$ cat config.mk
export PLATFORM = sky130hd
export DESIGN_NAME = alu_mdu_flat
export DESIGN_NICKNAME = d
export VERILOG_FILES = /design/src/rtl/alu_mdu_pkg.sv /design/src/rtl/alu_mdu_if.sv /design/src/rtl/alu_mdu.sv /design/src/flat_wrapper.sv
export SDC_FILE = /design/constraint.sdc
export NUM_CORES = 1
export LEC_CHECK = 0
export ABC_AREA = 1
export ABC_CLOCK_PERIOD_IN_PS = 4950
export BUFFER_PORTS_ARGS = -buffer_cell sky130_fd_sc_hd__buf_2
export CAP_MARGIN = 0
export CORE_MARGIN = 2
export CORE_UTILIZATION = 40
export CTS_BUF_LIST = sky130_fd_sc_hd__clkbuf_8
export DETAILED_ROUTE_END_ITERATION = 12
export SLEW_MARGIN = 20
export SYNTH_ARGS = -nofsm -noshare
export SYNTH_HDL_FRONTEND = slang
export SYNTH_SLANG_ARGS = --single-unit
export TNS_END_PERCENT = 1
$ cat constraint.sdc
create_clock -name clk -period 4.95 [get_ports clk]
set_input_delay 0 -clock clk [delete_from_list [all_inputs] [get_ports clk]]
set_output_delay 0 -clock clk [all_outputs]
set_load 0.01 [all_outputs]
$ cat src/rtl/alu_mdu_pkg.sv
// mdu_pkg: shared types and helpers for the RV32M multiply/divide unit.
//   mdu_op_e    : RV32M funct3 encodings as seen on the op field.
//   mdu_state_e : sequencer states of alu_mdu.
//   is_div()    : true for the four divide/remainder operations.
package mdu_pkg;

    typedef enum logic [2:0] {
        OP_MUL    = 3'b000,
        OP_MULH   = 3'b001,
        OP_MULHSU = 3'b010,
        OP_MULHU  = 3'b011,
        OP_DIV    = 3'b100,
        OP_DIVU   = 3'b101,
        OP_REM    = 3'b110,
        OP_REMU   = 3'b111
    } mdu_op_e;

    typedef enum logic [1:0] {
        IDLE = 2'd0,
        CALC = 2'd1,
        FIX  = 2'd2,
        DONE = 2'd3
    } mdu_state_e;

    function automatic logic is_div(input mdu_op_e op);
        return op[2];
    endfunction

endpackage

$ cat src/rtl/alu_mdu_if.sv
// alu_mdu_if: issue/result handshake between the execute stage and alu_mdu.
//   flush               : pipeline flush, aborts any operation in flight
//   in_valid / in_ready : operand handshake (op, src_a, src_b)
//   out_valid/out_ready : result handshake (result)
// master = execute stage (issuer), slave = alu_mdu.
interface alu_mdu_if #(
    parameter int DATA_WIDTH = 32
);
    logic                  flush;
    logic                  in_valid;
    logic                  in_ready;
    logic [2:0]            op;
    logic [DATA_WIDTH-1:0] src_a;
    logic [DATA_WIDTH-1:0] src_b;
    logic                  out_valid;
    logic                  out_ready;
    logic [DATA_WIDTH-1:0] result;

    modport master (
        output flush, in_valid, op, src_a, src_b, out_ready,
        input  in_ready, out_valid, result
    );

    modport slave (
        input  flush, in_valid, op, src_a, src_b, out_ready,
        output in_ready, out_valid, result
    );
endinterface

$ cat src/rtl/alu_mdu.sv
// alu_mdu: iterative RV32M multiply/divide unit beside the execute-stage ALU.
// Ports:
//   clk   : system clock, rising edge
//   rst_n : synchronous active-low reset
//   bus   : alu_mdu_if.slave -- flush, in_valid/in_ready/op/src_a/src_b,
//           out_valid/out_ready/result
// Multiply is radix-2 shift-add, divide is restoring, both on operand
// magnitudes over DATA_WIDTH cycles, followed by a sign-fix/select cycle.
// Divide-by-zero and signed overflow are resolved at accept time.
module alu_mdu
    import mdu_pkg::*;
#(
    parameter int DATA_WIDTH = 32,
    parameter int CNT_WIDTH  = $clog2(DATA_WIDTH) + 1
) (
    input  logic          clk,
    input  logic          rst_n,
    alu_mdu_if.slave      bus
);

    localparam int W = DATA_WIDTH;
    localparam logic [W-1:0] MOST_NEG = {1'b1, {(W-1){1'b0}}};

    mdu_state_e           state_q, state_d;
    mdu_op_e              op_q;
    logic                 res_neg_q;
    logic [CNT_WIDTH-1:0] cnt_q;
    logic [W-1:0]         opnd_q;     // multiplicand (mul) or divisor (div) magnitude
    logic [2*W:0]         acc_q;      // product, or {remainder, quotient}
    logic [W-1:0]         result_q;
    logic                 out_valid_q;

    // ---------------- accept-time decode ----------------
    mdu_op_e      op_in;
    logic         signed_a, signed_b, neg_a, neg_b;
    logic [W-1:0] mag_a, mag_b;
    logic         div_zero, div_ovf, special, res_neg_in, accept;
    logic [W-1:0] special_val;

    always_comb begin
        op_in      = mdu_op_e'(bus.op);
        signed_a   = !(op_in inside {OP_MULHU, OP_DIVU, OP_REMU});
        signed_b   = op_in inside {OP_MUL, OP_MULH, OP_DIV, OP_REM};
        neg_a      = signed_a && bus.src_a[W-1];
        neg_b      = signed_b && bus.src_b[W-1];
        mag_a      = neg_a ? -bus.src_a : bus.src_a;
        mag_b      = neg_b ? -bus.src_b : bus.src_b;
        div_zero   = (bus.src_b == '0);
        // signed_b is only set for DIV/REM among the divides
        div_ovf    = signed_b && (bus.src_a == MOST_NEG) && (bus.src_b == '1);
        special    = is_div(op_in) && (div_zero || div_ovf);
        // op[1] distinguishes REM/REMU from DIV/DIVU
        if (div_zero)
            special_val = op_in[1] ? bus.src_a : '1;
        else
            special_val = op_in[1] ? '0 : bus.src_a;
        // remainder follows the dividend sign; product and quotient use XOR
        res_neg_in = (is_div(op_in) && op_in[1]) ? neg_a : (neg_a ^ neg_b);
        accept     = (state_q == IDLE) && bus.in_valid && !bus.flush;
    end

    // ---------------- one iteration step ----------------
    logic [W:0]   mul_sum;
    logic [2*W:0] div_shift;
    logic [W+1:0] div_diff;
    logic [2*W:0] acc_step;

    always_comb begin
        // acc_q[2W] stays zero during multiply, so the W+1-bit sum cannot wrap
        mul_sum   = acc_q[2*W:W] + {1'b0, opnd_q};
        div_shift = {acc_q[2*W-1:0], 1'b0};
        div_diff  = {1'b0, div_shift[2*W:W]} - {2'b00, opnd_q};
        acc_step  = acc_q;
        if (is_div(op_q)) begin
            if (!div_diff[W+1])
                acc_step = {div_diff[W:0], div_shift[W-1:1], 1'b1};
            else
                acc_step = div_shift;
        end else begin
            if (acc_q[0])
                acc_step = {1'b0, mul_sum, acc_q[W-1:1]};
            else
                acc_step = {2'b00, acc_q[2*W-1:W], acc_q[W-1:1]};
        end
    end

    // ---------------- sign fix and result select ----------------
    logic [2*W-1:0] prod_s;
    logic [W-1:0]   quo_s, rem_s, fix_val;

    always_comb begin
        prod_s = res_neg_q ? -acc_q[2*W-1:0] : acc_q[2*W-1:0];
        quo_s  = res_neg_q ? -acc_q[W-1:0]   : acc_q[W-1:0];
        rem_s  = res_neg_q ? -acc_q[2*W-1:W] : acc_q[2*W-1:W];
        fix_val = '0;
        case (op_q)
            OP_MUL:                       fix_val = prod_s[W-1:0];
            OP_MULH, OP_MULHSU, OP_MULHU: fix_val = prod_s[2*W-1:W];
            OP_DIV, OP_DIVU:              fix_val = quo_s;
            OP_REM, OP_REMU:              fix_val = rem_s;
            default:                      fix_val = '0;
        endcase
    end

    // ---------------- next state ----------------
    always_comb begin
        state_d = state_q;
        case (state_q)
            IDLE: if (accept) state_d = special ? DONE : CALC;
            CALC: if (cnt_q == CNT_WIDTH'(W - 1)) state_d = FIX;
            FIX:  state_d = DONE;
            DONE: if (bus.out_ready) state_d = IDLE;
            default: state_d = IDLE;
        endcase
        if (bus.flush)
            state_d = IDLE;
    end

    // ---------------- registers ----------------
    always_ff @(posedge clk) begin
        if (!rst_n) begin
            state_q     <= IDLE;
            op_q        <= OP_MUL;
            res_neg_q   <= 1'b0;
            cnt_q       <= '0;
            opnd_q      <= '0;
            acc_q       <= '0;
            result_q    <= '0;
            out_valid_q <= 1'b0;
        end else begin
            state_q     <= state_d;
            out_valid_q <= (state_d == DONE);
            if (accept) begin
                op_q      <= op_in;
                res_neg_q <= res_neg_in;
                cnt_q     <= '0;
                if (is_div(op_in)) begin
                    opnd_q <= mag_b;
                    acc_q  <= {{(W+1){1'b0}}, mag_a};
                end else begin
                    opnd_q <= mag_a;
                    acc_q  <= {{(W+1){1'b0}}, mag_b};
                end
                if (special)
                    result_q <= special_val;
            end else if (state_q == CALC) begin
                acc_q <= acc_step;
                cnt_q <= cnt_q + 1'b1;
            end else if (state_q == FIX && !bus.flush) begin
                result_q <= fix_val;
            end
        end
    end

    assign bus.in_ready  = (state_q == IDLE);
    assign bus.out_valid = out_valid_q;
    assign bus.result    = result_q;

endmodule

$ cat src/flat_wrapper.sv
// flat-port wrapper written by rule: the top's interface ports become plain ports
module alu_mdu_flat import mdu_pkg::*;
#(
    parameter int DATA_WIDTH = 32,
    parameter int CNT_WIDTH  = $clog2(DATA_WIDTH) + 1
)
  (clk, rst_n, bus_flush, bus_in_valid, bus_op, bus_src_a, bus_src_b, bus_out_ready, bus_in_ready, bus_out_valid, bus_result);
  alu_mdu_if #(.DATA_WIDTH(DATA_WIDTH)) bus_i ();
  input  logic clk;
  input  logic rst_n;
  input wire logic [$bits(bus_i.flush)-1:0] bus_flush;
  input wire logic [$bits(bus_i.in_valid)-1:0] bus_in_valid;
  input wire logic [$bits(bus_i.op)-1:0] bus_op;
  input wire logic [$bits(bus_i.src_a)-1:0] bus_src_a;
  input wire logic [$bits(bus_i.src_b)-1:0] bus_src_b;
  input wire logic [$bits(bus_i.out_ready)-1:0] bus_out_ready;
  output wire logic [$bits(bus_i.in_ready)-1:0] bus_in_ready;
  output wire logic [$bits(bus_i.out_valid)-1:0] bus_out_valid;
  output wire logic [$bits(bus_i.result)-1:0] bus_result;
  assign bus_i.flush = bus_flush;
  assign bus_i.in_valid = bus_in_valid;
  assign bus_i.op = bus_op;
  assign bus_i.src_a = bus_src_a;
  assign bus_i.src_b = bus_src_b;
  assign bus_i.out_ready = bus_out_ready;
  assign bus_in_ready = bus_i.in_ready;
  assign bus_out_valid = bus_i.out_valid;
  assign bus_result = bus_i.result;
  alu_mdu #(.DATA_WIDTH(DATA_WIDTH), .CNT_WIDTH(CNT_WIDTH)) u_core (.clk(clk), .rst_n(rst_n), .bus(bus_i));
endmodule
Word-level counts from Yosys, hierarchy flattened. Cells that the tools add are included.

Add/subtract/negate cells: 8. Multiply operators: 0. Divide/modulo/power cells: 0. Order comparisons: 0. Equality and inequality tests: 22. Shift-type cells: 0. Multiplexer cells: 27. Bitwise operators: 2. Reductions and logical operators: 25.

Operator list (count): $mux 32 (13); $mux 65 (4); $mux 64 (2); $neg 32->32 (4); $pmux 32 s4 (1); $eq 32x32->1 const B (2); $neg 64->64 (1); $sub 33x32->34 (1); $add 33x32->33 (1); $logic_not 32->1 (1); $eq 3x3->1 const B (8); $mux 2 (5); $eq 3x2->1 const B (3); $logic_and 1x1->1 (9); $pmux 2 s4 (1); $add 6x1->6 const B (1); $eq 2x2->1 const B (3); $eq 3x1->1 const B (2); $eq 6x5->1 const B (1); $logic_not 3->1 (2); $reduce_or 2->1 (3); $ne 2x1->1 const B (2); $reduce_bool 2->1 (2); $reduce_bool 4->1 (1); 10 further kinds (11).

Flip-flop bits (word level): 142. Latch bits: 0. Memory bits (writable): 0. Bits in read-only memories: 0. Input bits: 72. Output and inout port bits: 34. Word-level logic and storage cells: 92. Memories kept: 0.

Longest topological paths before layout.
Depth in word-level cells: 11. Mapped depth: 20. Depth with buffers taken out: 18.

Least setup slack after synthesis. OpenSTA, ideal clock, no wires.

Kind: register to register. From: register u_core.acc_q[32]. To: register u_core.acc_q[63]. Library setup time: 0.128 ns. Data arrival time: 2.255 ns. Required time: 4.822 ns. Slack: 2.566 ns. Stages on the path, launching flop included: 18. Path buffers: 0. Period minus slack after synthesis: 2.384 ns. Path through: dfxtp_1 > ha_1 > inv_1 > fa_1 > inv_1 > nand2_1 > o21ai_0 > nand3_1 > nand2_1 > nand2_1 > nand2_1 > nand2_1 > nand2_1 > nand2_1 > nand3_1 > nand2_1 > nand2_1 > a21oi_1.

Longest elaborated chain between the ends: 5. Elaborated cells between the ends (all ways): 7. Those cells by class: add/sub (2); mux (5).

RTL lines: start: declaration (line alu_mdu.sv:29) `logic [2*W:0] acc_q;`; start signal: assignment (line alu_mdu.sv:139) `acc_q <= {{(W+1){1'b0}}, mag_a};`; start signal: assignment (line alu_mdu.sv:142) `acc_q <= {{(W+1){1'b0}}, mag_b};`; start signal: assignment (line alu_mdu.sv:147) `acc_q <= acc_step;`; $add 33x32->33 or $sub 33x32->34 (tied branches) (line alu_mdu.sv:70, alu_mdu.sv:72); $mux 64 or $mux 65 (tied branches) (line alu_mdu.sv:80, alu_mdu.sv:75); $mux 65 (*) (line alu_mdu.sv:74) `if (is_div(op_q)) begin`; $mux 65 (*) (line alu_mdu.sv:146) `end else if (state_q == CALC) begin`; $mux 65 (*) (line alu_mdu.sv:133) `if (accept) begin`.

Mark *: on every way between the ends. The rest lies on a longest branch, timed or not. The select of a mux whose other input is x is not followed. A chain may end at the register's enable or synchronous reset.

Final worst setup path.
From: register u_core.acc_q[49]. To: register u_core.acc_q[51].

Same word-level chain as after synthesis.

==> metrics.yaml <==
status: "finished, final reports clean"
row_count: 76
n_fill_cell: 4754
p_clk_share_pct: 22.1
antenna_found_initial: 2
layout-drive-gt1-share_pct: 8.010
critPathCaptureType: "register"
finalNetCount: 3352
crit_type: "reg -> reg"
timing.final.crit_share_pct: 68.80
numCtsBuffers: 17
gr-total-overflow: 0
peakVddDrop_mv: 0.1826
coreArea_um2: 43080
drc: 0
grt_pass1_wl_mm: 128.1
mappedNetlistNets: 3298
cts-root-buf: "clkbuf_8"
worst_path_max_delay_cell: "dfxtp_1"
worstMarginPinSlew_ns: 0.9790
die_area_um2: 45290
critPathLaunchType: "register"
gp_congestion: 1.013
sw_frac_of_total_pct: 49.68
wl_per_cell_um: 22.97
synth_edf_count: 0
num_vias: 22191
timing.hold.ws_ns: 0.03485
grt_pass1_vias: 20493
avgViaCountPerCell: 5.829
areaGrowthSynthToFinish_pct: 8.988
yosysSeqAreaShare_pct: 16.30
clock-sinks: 142
ys.flop_type: "dfxtp_1"
synth-seq-cells: 142
hold_buffers: 32
min_period_ns: 3.406
cts_buffer_depth: 2
track_usage_pct: 38.24
netlist_instances: 3154
cap_violations: 0
hold_viol: 0
seqPwrFrac_pct: 29.6
drtAntennaViolNets: 0
grt_max_degree: 84
netSwitchingPower_uw: 2201
drtIter0Drc: 2493
drt_pass1_iterations: 6
setup_tns_ns: 0
syn_avg_cell_area_um2: 5.530
finalMaxSlewViolations: 0
p_per_area_nw_per_um2: 233.0
start_util_pct: 40.49
ctsHtreeMaxLevel: 4
yosysUniqueCellTypes: 56
crit_chain: "ha_1 > a21oi_1 > o21ai_1 > a21oi_2 > nor2_1 > nor2_4 > buf_4 > nand2_4 > nand3_1 > nand3_1 > nand2_1 > a21oi_1"
power_frac_comb_pct: 48.4
required_ns: 5.32
async_flop_share_pct: 0
cp_top_family: "simple AND/OR/NAND/NOR gates"
die_y_um: 212.8
p_leak_uw: 0.009275
clock_skew_ns: 0.01378
cts_resized: 0
relSlewSlack_pct: 34.58
max_freq_mhz: 293.6
synth_area_um2: 17440
critPathMaxStageDelay_ns: 0.77
dp_hpwl_mm: 69.98
intPower_uw: 2229
wl_mm: 87.46
postCtsSetupRepairBufs: 0
cts.clk_slew.worst_paths_ns: 0.09
rsz0062_at_grt: "no"
cp_num_buf_inv: 1
io_pins: 106
die_w_um: 212.8
clk_latency_ns: 0.51
setup_viol: 0
min_path_type: "in -> reg"
cts_tree: "yes"
yosysWarnings: 0
cp_max_fo: 35
cp.arrival_ns: 3.78
io_buffer_count: 105
## cell usage after synthesis, drive strengths merged (8+ instances only)
master | count | share of area (%)
nand2 | 924 | 20
inv | 355 | 7.7
nor2 | 346 | 7.9
nand3 | 330 | 9.6
o21ai | 268 | 7.9
a21oi | 261 | 7.8
dfxtp | 142 | 16
ha | 70 | 5.0
clkbuf | 69 | 1.5
xor2 | 69 | 3.5
buf | 60 | 2.1
nand4 | 48 | 1.8
nor3 | 42 | 1.3
o211ai | 36 | 1.5
nand3b | 30 | 1.3
xnor2 | 16 | 0.80
a31oi | 13 | 0.47
o22ai | 12 | 0.43
a22oi | 11 | 0.47
or2 | 11 | 0.39
a221oi | 10 | 0.50
a21o | 8 | 0.34
## layout make-up
type                       count  area (µm²)  share of cell area (%)
sequential                   142        2845                   14.97
inverter                     358        1354                   7.121
antenna                        1       2.502                 0.01316
clock buffer                  19       261.5                   1.376
clock inverter                13       130.1                  0.6845
multi-input combinational   2525       12640                   66.47
timing repair buffer         164        1049                   5.515
tap                          585       732.0                   3.850
## power by group through the flow
| stage | clock [µW] | combinational (µW) | sequential, µW |
|---|---|---|---|
| 4_1_cts | 983 | 2080 | 1300 |
| 3_5_place_dp | 0 | 2050 | 1330 |
| 6_report | 977 | 2140 | 1310 |
| 3_3_place_gp | 0 | 2050 | 1330 |
| 5_1_grt | 1030 | 2320 | 1310 |
| 2_1_floorplan | 0 | 1410 | 1270 |
## worst min-delay path: cells and delay by family
family | cells | cell delay [ns]
AO/OA/AOI/OAI | 1 | 0.08
buffers and inverters | 2 | 0.19
AND/OR/NAND/NOR | 3 | 0.24
## sequential cells by signal, summed over array words and instances (netlist names)
register and flops:
u_core.acc_q 65, u_core.bus.result 32, u_core.cnt_q 6, u_core.op_q 3
u_core.state_q 2, u_core.bus.out_valid 1, u_core.opnd_q 32, u_core.res_neg_q 1
## cells in the final DEF, fill, tap and decap left out, types with 10 or more instances in the layout
master / count
nand2_1: 911
xnor2_1: 16
nor2_2: 16
clkbuf_8: 19
nand4_1: 47
buf_4: 27
o21ai_0: 228
nor3_1: 37
o21ai_1: 33
inv_2: 15
ha_1: 70
a21oi_2: 14
inv_1: 339
nand3b_1: 30
dlygate4sd3_1: 32
buf_2: 105
a31oi_1: 13
xor2_1: 69
dfxtp_1: 140
nor2_1: 322
o22ai_1: 12
nand3_1: 327
a221oi_1: 10
a22oi_1: 11
a21oi_1: 247
o211ai_1: 36
## per-stage QoR
stage | total power, µW | cells | area (µm²) | setup WS [ns] | util, %
finish | 4430 | 3807 | 19010 | 1.544 | 44.13
floorplan | 2682 | 3154 | 17440 | 2.566 | -
detailed placement | 3378 | 3742 | 18290 | 1.674 | 42.47
global route | 4657 | 3806 | 19010 | 1.414 | 44.13
CTS | 4365 | 3806 | 19010 | 1.620 | 44.12
global placement | 3378 | 3742 | 18290 | 1.699 | 42.47
## cells by family after synthesis
logic type      share of synthesized area [%]
simple gates                            42.70
flops                                   16.30
mux                                   0.05739
fa+ha+maj                               5.251
compound gates                          20.04
buf+inv                                 11.38
xor+xnor                                4.268
## layer usage
metal | up-vias | share of wire, % | track usage (%)
li1 | 10493 | - | -
met1 | 10354 | 41 | 50.13
met2 | 1164 | 44 | 61.23
met3 | 176 | 9.3 | 6.736
met4 | 4 | 4.8 | 17.14
met5 | - | 0.024 | 0
## worst paths after layout
check                              from  slack [ns]                    end  cells after the start
setup / recovery       u_core.acc_q[49]        1.54       u_core.acc_q[51]                     12
hold / removal            bus_src_a[21]        0.03       u_core.acc_q[21]                      6
setup reg to reg       u_core.acc_q[49]        1.54       u_core.acc_q[51]                     12
hold reg to reg   u_core.bus.result[20]        0.48  u_core.bus.result[20]                      2
No activity file was read; power rests on OpenSTA's default activity.
